## config.mk

```make
export PLATFORM = sky130hd
export DESIGN_NAME = cvita_dest_lookup_2lvl_flat
export DESIGN_NICKNAME = d
export VERILOG_FILES = /design/src/rtl/cvita_dest_lookup_2lvl_if.sv /design/src/rtl/cvita_dest_lookup_2lvl.sv /design/src/flat_wrapper.sv
export SDC_FILE = /design/constraint.sdc
export NUM_CORES = 2
export LEC_CHECK = 0
export BUFFER_PORTS_ARGS = -buffer_cell sky130_fd_sc_hd__buf_2
export CAP_MARGIN = 20
export CORE_MARGIN = 4
export CORE_UTILIZATION = 45
export CTS_BUF_LIST = sky130_fd_sc_hd__clkbuf_4
export CTS_CLUSTER_SIZE = 40
export DETAILED_ROUTE_END_ITERATION = 10
export GPL_ROUTABILITY_DRIVEN = 0
export GPL_TIMING_DRIVEN = 1
export MAX_ROUTING_LAYER = met4
export PLACE_DENSITY = 0.63
export SYNTH_ARGS = -nofsm -noshare
export SYNTH_HDL_FRONTEND = slang
export SYNTH_SLANG_ARGS = --single-unit
```

## constraint.sdc

```tcl
create_clock -name clk -period 2.8 [get_ports clk]
set_clock_uncertainty 0.2 [all_clocks]
set_input_delay 0.56 -clock clk [delete_from_list [all_inputs] [get_ports clk]]
set_output_delay 0.56 -clock clk [all_outputs]
set_load 0.005 [all_outputs]
```

## src/rtl/cvita_dest_lookup_2lvl_if.sv

```systemverilog
// AXI-Stream style bundle for the CVITA lookup block.
// The upstream side (slave) carries no tdest; the downstream side (master) adds it.
interface cvita_dest_lookup_2lvl_if #(
    parameter int DEST_WIDTH = 4
);
    logic [63:0]           tdata;
    logic                  tlast;
    logic                  tvalid;
    logic                  tready;
    logic [DEST_WIDTH-1:0] tdest;

    modport master (output tdata, output tlast, output tvalid, output tdest, input tready);
    modport slave  (input tdata, input tlast, input tvalid, output tready);
endinterface

```

## src/rtl/cvita_dest_lookup_2lvl.sv

```systemverilog
// Two-level CVITA destination lookup: LOCAL table by endpoint when the SID address
// matches my_addr, otherwise REMOTE table by address; misses use a default or drop.
module cvita_dest_lookup_2lvl #(
    parameter int DEST_WIDTH   = 4,
    parameter int DEFAULT_DEST = 0,
    parameter bit DROP_ON_MISS = 1'b0
) (
    input  logic                        clk,
    input  logic                        rst_n,
    input  logic                        set_stb,
    input  logic [8:0]                  set_addr,
    input  logic [DEST_WIDTH:0]         set_data,
    input  logic [7:0]                  my_addr,
    cvita_dest_lookup_2lvl_if.slave     i_s,
    cvita_dest_lookup_2lvl_if.master    o_m,
    output logic [15:0]                 miss_count
);

    typedef enum logic [1:0] {
        S_IDLE,
        S_LOOKUP,
        S_FWD,
        S_DROP
    } state_t;

    state_t                r_state;
    state_t                w_next;

    // Both tables share one 512-entry space: index[8] selects LOCAL (0) or REMOTE (1).
    logic [DEST_WIDTH-1:0] r_ram [0:511];
    logic [511:0]          r_vld;
    logic [DEST_WIDTH-1:0] r_rd_dest;
    logic                  r_rd_vld;
    logic [DEST_WIDTH-1:0] r_tdest;
    logic [15:0]           r_miss_count;

    logic                  w_is_local;
    logic [8:0]            w_rd_addr;
    logic                  w_rd_en;
    logic                  w_in_ready;
    logic                  w_out_valid;

    assign w_is_local = (i_s.tdata[15:8] == my_addr);
    assign w_rd_addr  = w_is_local ? {1'b0, i_s.tdata[7:0]} : {1'b1, i_s.tdata[15:8]};
    assign w_rd_en    = (r_state == S_IDLE) && i_s.tvalid;

    // NOTE: dest storage is a plain RAM with no reset so it maps onto block memory;
    // only the valid bits are flops and get cleared.
    always_ff @(posedge clk) begin
        if (set_stb) begin
            r_ram[set_addr] <= set_data[DEST_WIDTH-1:0];
        end
        if (w_rd_en) begin
            r_rd_dest <= r_ram[w_rd_addr];
        end
    end

    // NOTE: non-blocking assignments give read-before-write on a same-cycle hit
    // of the index being written, matching the RAM behaviour above.
    always_ff @(posedge clk or negedge rst_n) begin
        if (!rst_n) begin
            r_vld    <= '0;
            r_rd_vld <= 1'b0;
        end else begin
            if (set_stb) begin
                r_vld[set_addr] <= set_data[DEST_WIDTH];
            end
            if (w_rd_en) begin
                r_rd_vld <= r_vld[w_rd_addr];
            end
        end
    end

    always_ff @(posedge clk or negedge rst_n) begin
        if (!rst_n) begin
            r_state <= S_IDLE;
        end else begin
            r_state <= w_next;
        end
    end

    // NOTE: every output of this block gets a default first so no latch is inferred.
    always_comb begin
        w_next      = r_state;
        w_in_ready  = 1'b0;
        w_out_valid = 1'b0;
        case (r_state)
            S_IDLE: begin
                if (i_s.tvalid) begin
                    w_next = S_LOOKUP;
                end
            end
            S_LOOKUP: begin
                if (r_rd_vld || !DROP_ON_MISS) begin
                    w_next = S_FWD;
                end else begin
                    w_next = S_DROP;
                end
            end
            S_FWD: begin
                w_out_valid = i_s.tvalid;
                w_in_ready  = o_m.tready;
                if (i_s.tvalid && o_m.tready && i_s.tlast) begin
                    w_next = S_IDLE;
                end
            end
            S_DROP: begin
                w_in_ready = 1'b1;
                if (i_s.tvalid && i_s.tlast) begin
                    w_next = S_IDLE;
                end
            end
            default: w_next = S_IDLE;
        endcase
    end

    // tdest is only loaded leaving LOOKUP, so it holds for the whole packet.
    always_ff @(posedge clk or negedge rst_n) begin
        if (!rst_n) begin
            r_tdest      <= '0;
            r_miss_count <= '0;
        end else if (r_state == S_LOOKUP) begin
            if (r_rd_vld) begin
                r_tdest <= r_rd_dest;
            end else begin
                r_miss_count <= r_miss_count + 16'd1;
                if (!DROP_ON_MISS) begin
                    r_tdest <= DEST_WIDTH'(DEFAULT_DEST);
                end
            end
        end
    end

    assign o_m.tdata  = i_s.tdata;
    assign o_m.tlast  = i_s.tlast;
    assign o_m.tvalid = w_out_valid;
    assign o_m.tdest  = r_tdest;
    assign i_s.tready = w_in_ready;
    assign miss_count = r_miss_count;

endmodule

```

## src/flat_wrapper.sv

```systemverilog
// flat-port wrapper written by rule: the top's interface ports become plain ports
module cvita_dest_lookup_2lvl_flat 
#(
    parameter int DEST_WIDTH   = 4,
    parameter int DEFAULT_DEST = 0,
    parameter bit DROP_ON_MISS = 1'b0
)
  (clk, rst_n, set_stb, set_addr, set_data, my_addr, miss_count, i_s_tdata, i_s_tlast, i_s_tvalid, i_s_tready, o_m_tdata, o_m_tlast, o_m_tvalid, o_m_tdest, o_m_tready);
  cvita_dest_lookup_2lvl_if #(.DEST_WIDTH(DEST_WIDTH)) i_s_i ();
  cvita_dest_lookup_2lvl_if #(.DEST_WIDTH(DEST_WIDTH)) o_m_i ();
  input  logic clk;
  input  logic rst_n;
  input  logic set_stb;
  input  logic [8:0] set_addr;
  input  logic [DEST_WIDTH:0] set_data;
  input  logic [7:0] my_addr;
  output logic [15:0] miss_count;
  input wire logic [$bits(i_s_i.tdata)-1:0] i_s_tdata;
  input wire logic [$bits(i_s_i.tlast)-1:0] i_s_tlast;
  input wire logic [$bits(i_s_i.tvalid)-1:0] i_s_tvalid;
  output wire logic [$bits(i_s_i.tready)-1:0] i_s_tready;
  output wire logic [$bits(o_m_i.tdata)-1:0] o_m_tdata;
  output wire logic [$bits(o_m_i.tlast)-1:0] o_m_tlast;
  output wire logic [$bits(o_m_i.tvalid)-1:0] o_m_tvalid;
  output wire logic [$bits(o_m_i.tdest)-1:0] o_m_tdest;
  input wire logic [$bits(o_m_i.tready)-1:0] o_m_tready;
  assign i_s_i.tdata = i_s_tdata;
  assign i_s_i.tlast = i_s_tlast;
  assign i_s_i.tvalid = i_s_tvalid;
  assign i_s_tready = i_s_i.tready;
  assign o_m_tdata = o_m_i.tdata;
  assign o_m_tlast = o_m_i.tlast;
  assign o_m_tvalid = o_m_i.tvalid;
  assign o_m_tdest = o_m_i.tdest;
  assign o_m_i.tready = o_m_tready;
  cvita_dest_lookup_2lvl #(.DEST_WIDTH(DEST_WIDTH), .DEFAULT_DEST(DEFAULT_DEST), .DROP_ON_MISS(DROP_ON_MISS)) u_core (.clk(clk), .rst_n(rst_n), .set_stb(set_stb), .set_addr(set_addr), .set_data(set_data), .my_addr(my_addr), .i_s(i_s_i), .o_m(o_m_i), .miss_count(miss_count));
endmodule
```

* After elaboration in Yosys (flattened, before gate mapping)
Memories as Yosys holds them, arrays and structs flattened. A register that Yosys moved wholly into a read port is not among the register bits. Cells that the tools add are included.
Word-level totals: logic and storage cells 41, memory bits (writable) 2048, input bits 92, bits in registers 535, memories kept 1, output and inout bits 87
Memories:
- u_core.r_ram | words 512, width 4, rd ports 1, clocked after Yosys merged registers in 1, wr ports 1, RTL line cvita_dest_lookup_2lvl.sv:30 | logic [DEST_WIDTH-1:0] r_ram [0:511];
Cells by class: mux-type cells 15, add/subtract/negate cells 1, $lt $le $gt $ge 3, reductions and logical operators 8, bitwise operators 1, equality and inequality tests 7
Operators by type and width (number):
- $bwmux W512 | 1
- $lt A9 B10 Y1 const B | 2
- $add A16 B1 Y16 const B | 1
- $bmux W1 S9 | 1
- $demux W1 S9 | 1
- $ge A9 B1 Y1 const B | 1
- $mux W9 | 1
- $eq A8 B8 Y1 | 1
- $pmux W2 S4 | 1
- $mux W2 | 3
- $logic_and A1 B1 Y1 | 5
- $mux W1 | 5
- $eq A2 B2 Y1 const B | 2
- $mux W4 | 1
- $ne A2 B1 Y1 const B | 2
- $reduce_and A3 Y1 | 1
- $eq A2 B1 Y1 const B | 1
- $logic_not A2 Y1 | 1
- $ne A2 B2 Y1 const B | 1
- $pmux W1 S2 | 1
- $reduce_and A2 Y1 | 1
- $not A1 Y1 | 1

* Longest topological paths before layout
word-level depth 5, depth in mapped cells 19, depth with buffers taken out 11

* Worst setup path after synthesis
OpenSTA, ideal clock, no wires.
path kind input port to flip-flop, start point input i_s_tdata[8], end point register u_core.r_rd_dest[0] (read register of u_core.r_ram) (data pin), library setup time 274 ps, data arrival time 3485 ps, stages 16, path slack -1159 ps, required time 2326 ps, buffers on the path 7, cells stage by stage xnor2_1 -> and4_1 -> buf_4 -> and3_4 -> buf_6 -> nor2_8 -> buf_12 -> buf_12 -> buf_6 -> buf_6 -> buf_4 -> mux4_2 -> a2111oi_0 -> nand2_1 -> a41oi_1 -> o2111ai_1
On the way: word-level cells in the longest chain between the ends 2
RTL lines:
- start: declaration | RTL line flat_wrapper.sv:18 | input wire logic [$bits(i_s_i.tdata)-1:0] i_s_tdata;
- $eq A8 B8 Y1 | RTL line cvita_dest_lookup_2lvl.sv:43 | assign w_is_local = (i_s.tdata[15:8] == my_addr);
- $mux W9 (*) | RTL line cvita_dest_lookup_2lvl.sv:44 | assign w_rd_addr = w_is_local ? {1'b0, i_s.tdata[7:0]} : {1'b1, i_s.tdata[15:8]};
- end: declaration | RTL line cvita_dest_lookup_2lvl.sv:32 | logic [DEST_WIDTH-1:0] r_rd_dest;
Every way passes the cells marked *; elsewhere a longest branch is shown, timed or not. A chain may end at the register's enable or synchronous reset.

* Worst setup path in the final report
start point input my_addr[5], end point register u_core.r_rd_vld
On the way: word-level cells in the longest chain between the ends 4
RTL lines:
- start: declaration | RTL line flat_wrapper.sv:16 | input logic [7:0] my_addr;
- $eq A8 B8 Y1 | RTL line cvita_dest_lookup_2lvl.sv:43
- $mux W9 | RTL line cvita_dest_lookup_2lvl.sv:44
- $bmux W1 S9 | RTL line cvita_dest_lookup_2lvl.sv:69 | r_rd_vld <= r_vld[w_rd_addr];
- $mux W1 (not written as such) | RTL line cvita_dest_lookup_2lvl.sv:69
- end signal: assignment | RTL line cvita_dest_lookup_2lvl.sv:69
- end: declaration | RTL line cvita_dest_lookup_2lvl.sv:33 | logic r_rd_vld;
No other way between the ends. The select of a mux whose other input is x is not followed.

==> run summary <==
status -> finished, violations left
failing checks -> negative setup slack
first-pass GRT wire length -> 536 mm
Net Sw Power -> 20.5 mW
Worst-path clk slew -> 0.07 ns
Syn Nets -> 7,618
post-synthesis compound-gate area fraction -> 6.44%
Post-Syn Area -> 108,000 sq um
leakage dissipation -> 51.9 nW
worst vdd ir -> 0.493 mV
chip width -> 498 microns
Synth area leaders -> edfxtp_1 57%, dfrtp_1 12%, mux2_2 5.5%, mux4_2 4.1%, nand2_1 4.0%
layout cells sized above 1 -> 37.4%
H-tree Lvls -> 6
PortBufs -> 82
adder-cell area share of the yosys netlist -> 0.0116%
drt drc -> 0
post-synth top area share -> 57.0%
yosys synthesis warning count -> 0
Synth Area in Simple Gates -> 9.81%
mux contribution to synthesized area -> 11.3%
Ports -> 179
Setup Viol. Count Final -> 7
Avg WL per Cell -> 29.2 microns
Seq/Total Area, Yosys -> 69.4%
Yosys reg bits -> 2,587
post-layout util -> 56.6%
Critical-path top delay cell -> a2111oi_0
Fill cells -> 19,109
Synth area leader -> edfxtp_1
clock root buffer -> clkbuf_4
Worst setup EP type -> flip-flop
Worst-Margin Slew -> 1.06 ns
Routed Antenna Nets -> 0
CTS Buf Count -> 664
final wirelength -> 379 mm
drt initial violations -> 11,017
Crit path top cell by count -> buf_12
combinational power share -> 9.0%
antenna violations before repair -> 25
DP Wirelength -> 251 mm
Die ar. -> 248,000 sq um
Setup WS post-layout -> -0.401 ns
largest net degree at the start of global routing -> 108
critical path class -> input port to flip-flop
Hold Vio Cnt, Final -> 0
sw frac -> 24.8%
Power Total -> 82.8 mW
syn avg cell area -> 14.4 sq um
row cnt -> 179
gr usage total -> 30.6%
Worst EP arrival -> 4.26 ns
vias in the first global route -> 77,142
area delta synth->final -> 24.9%
Mapped Cells -> 7,525
XOR/XNOR Fraction of Synth Area -> 0.186%
number of flops mapped to enable cells by yosys -> 2,052
Clock Sinks -> 2,587
count of cell types in the netlist -> 89
RSZ-0062 raised after global routing -> yes
CP Data Required Time -> 3.86 ns
Reg power frac -> 50.8%
final slew viol count -> 0
core box area -> 238,000 sq um
initial core utilization -> 45.3%
slowest stage delay, CP -> 0.82 ns
Worst R2R Setup Slack -> -0.20 ns
power share of the clock group -> 40.3%
min-delay worst type -> input port to flip-flop
CP cell instances -> buf_2 -> xnor2_2 -> and4_4 -> buf_12 -> buf_8 -> nand3_1 -> buf_4 -> nand2_4 -> buf_6 -> buf_12 -> mux4_2 -> a2111oi_0 -> o31a_1 -> o2bb2ai_1 -> o211a_2 -> o41ai_2
Post-synth ARST share -> 20.7%
max-cap viol count -> 0
vias per inst -> 5.99
Die Y -> 498 microns
grt total ovfl -> 0
critical path peak fanout -> 11
critical path launch point type -> input port
clk buf depth -> 4
post-route minimum period -> 3.20 ns
Final Cycle Share -> 114%
dominant synthesized flop cell -> edfxtp_1
drt first pass iters -> 6
nets -> 9,354
pwr/cell area -> 614 nW/um^2
worst rel slew slack -> 28.8%
Worst-Skew Late Latency -> 1.47 ns
largest family of logic cells by synthesized area -> multiplexers
total number of vias -> 77,840
fmax -> 312 MHz
CTS tree -> built
Int Power -> 62.3 mW
[metrics by stage]
stage / instances / hold slack [ns] / worst slack [ns] / setup TNS [ns] / cell area, sq um
finish: 12991 / 0.0809 / -0.401 / -1.37 / 135000
global route: 12988 / -0.00869 / -0.264 / -1.44 / 135000
CTS: 12918 / 0.00161 / -0.245 / -1.09 / 134000
detailed placement: 11628 / 0.266 / -2.48 / -16.93 / 123000
global placement: 11628 / 0.256 / -2.50 / -14.22 / 123000
floorplan: 7525 / 0.0644 / -0.949 / -4.63 / 108000
[cells in the mapped netlist, types with 37 or more instances]
cell type and count:
mux2_2 529, nand2_1 1164, a32oi_1 37, mux2i_1 170, mux4_2 198, nor2_1 553, buf_2 165, clkbuf_1 271
edfxtp_1 2052, o21ai_0 89, buf_4 112, buf_1 49, nand4_1 41, a22oi_1 56, a211oi_1 199, nand3_1 308
a21oi_1 157, o22ai_1 41, a311oi_1 82, and3_1 223, dfrtp_1 535, a31oi_1 123
[layer usage]
metal / vias up / wire length (microns) / GRT usage, %
met3: 1067 / 45900 / 8.39
met2: 5136 / 171000 / 45.1
met5: - / 0 / -
met1: 39075 / 139000 / 38.4
li1: 32562 / - / -
met4: 0 / 23500 / 16.8
[power groups by stage]
| stage | registers (mW) | clock network, mW | logic (mW) |
|---|---|---|---|
| final | 42.1 | 33.3 | 7.41 |
| after global routing | 42.0 | 36.0 | 7.66 |
| after CTS | 42.0 | 33.8 | 7.03 |
| after detailed placement | 42.9 | 0 | 6.64 |
| after global placement | 42.9 | 0 | 6.56 |
| after floorplan | 42.8 | 0 | 2.76 |
[cells by family after synthesis]
kind of cell | after synthesis
AO/OA/AOI/OAI | 979
XOR/XNOR | 23
adder cells (fa/ha/maj) | 1
buffers and inverters | 612
flip-flops | 2587
multiplexers | 900
AND/OR/NAND/NOR | 2423
[layout make-up]
cell class | count | area, sq um | area share (%)
Clock inverter | 182 | 1040 | 0.772
Multi-Input combinational cell | 4326 | 31500 | 23.4
Clock buffer | 1019 | 7650 | 5.67
Antenna cell | 28 | 70.1 | 0.0519
Tap cell | 3167 | 3960 | 2.94
Timing Repair Buffer | 1680 | 15700 | 11.6
Inverter | 2 | 7.51 | 0.00556
Sequential cell | 2587 | 75000 | 55.6
[final timing paths]
check	from	endpoint	depth (start not counted)
min in group asynchronous	rst_n	u_core.r_vld[484]$_DFFE_PN0P_	5
worst min register to register	u_core.o_m.tdest[1]$_DFFE_PN0N_	u_core.o_m.tdest[1]$_DFFE_PN0N_	2
worst max-delay path	my_addr[5]	u_core.r_rd_vld$_DFFE_PN0P_	16
worst max register to register	u_core.r_ram[428][0]$_DFFE_PP_	u_core.r_rd_dest[0]$_DFFE_PP_	9
worst min-delay path	set_data[1]	u_core.r_ram[130][1]$_DFFE_PP_	3
max in group asynchronous	rst_n	u_core.r_vld[20]$_DFFE_PN0P_	7
[cells in the final DEF, fill, tap and decap left out, types with 21 or more instances in the layout]
| cell | n |
|---|---|
| o221ai_1 | 28 |
| buf_6 | 40 |
| a21oi_1 | 148 |
| diode_2 | 28 |
| buf_12 | 202 |
| a32oi_1 | 37 |
| buf_4 | 1285 |
| and3_1 | 218 |
| o22ai_1 | 37 |
| mux4_2 | 199 |
| nand2_1 | 1137 |
| dlygate4sd3_1 | 48 |
| nand3_1 | 298 |
| mux2_2 | 529 |
| o21ai_0 | 75 |
| dfrtp_1 | 535 |
| nand2b_1 | 21 |
| nor2_1 | 543 |
| edfxtp_1 | 2052 |
| mux2i_1 | 166 |
| clkinv_1 | 129 |
| buf_2 | 72 |
| a22oi_1 | 52 |
| a31oi_1 | 115 |
| a211oi_2 | 29 |
| a311oi_1 | 67 |
| nand4_1 | 41 |
| a211oi_1 | 165 |
| clkbuf_4 | 1019 |
[state kept, by name, indices dropped and copies added (netlist names)]
signal and cells:
u_core.r_rd_vld 1, u_core.r_state 2, u_core.r_rd_dest 4, u_core.r_vld 512
u_core.r_ram 2048, u_core.miss_count 16, u_core.o_m.tdest 4
[worst max-delay path, delay by kind of cell]
family                    cells  cell delay [ns]
xor gates and xnor gates      1             0.19
buffers and inverters         6             0.98
AOI/OAI and AO/OA             5             1.58
and+or+nand+nor               3             0.52
muxes                         1             0.37
[what timing repair did]
item	4_1_cts	5_1_grt
cloned	0	8
hold endpoints to repair	4613	0
endpoints found under the setup margin	26	9
resized for setup	151	158
buffers inserted	41	40
pin swaps	37	60
hold buffers	54	0
(Power assumes the default switching activity.)
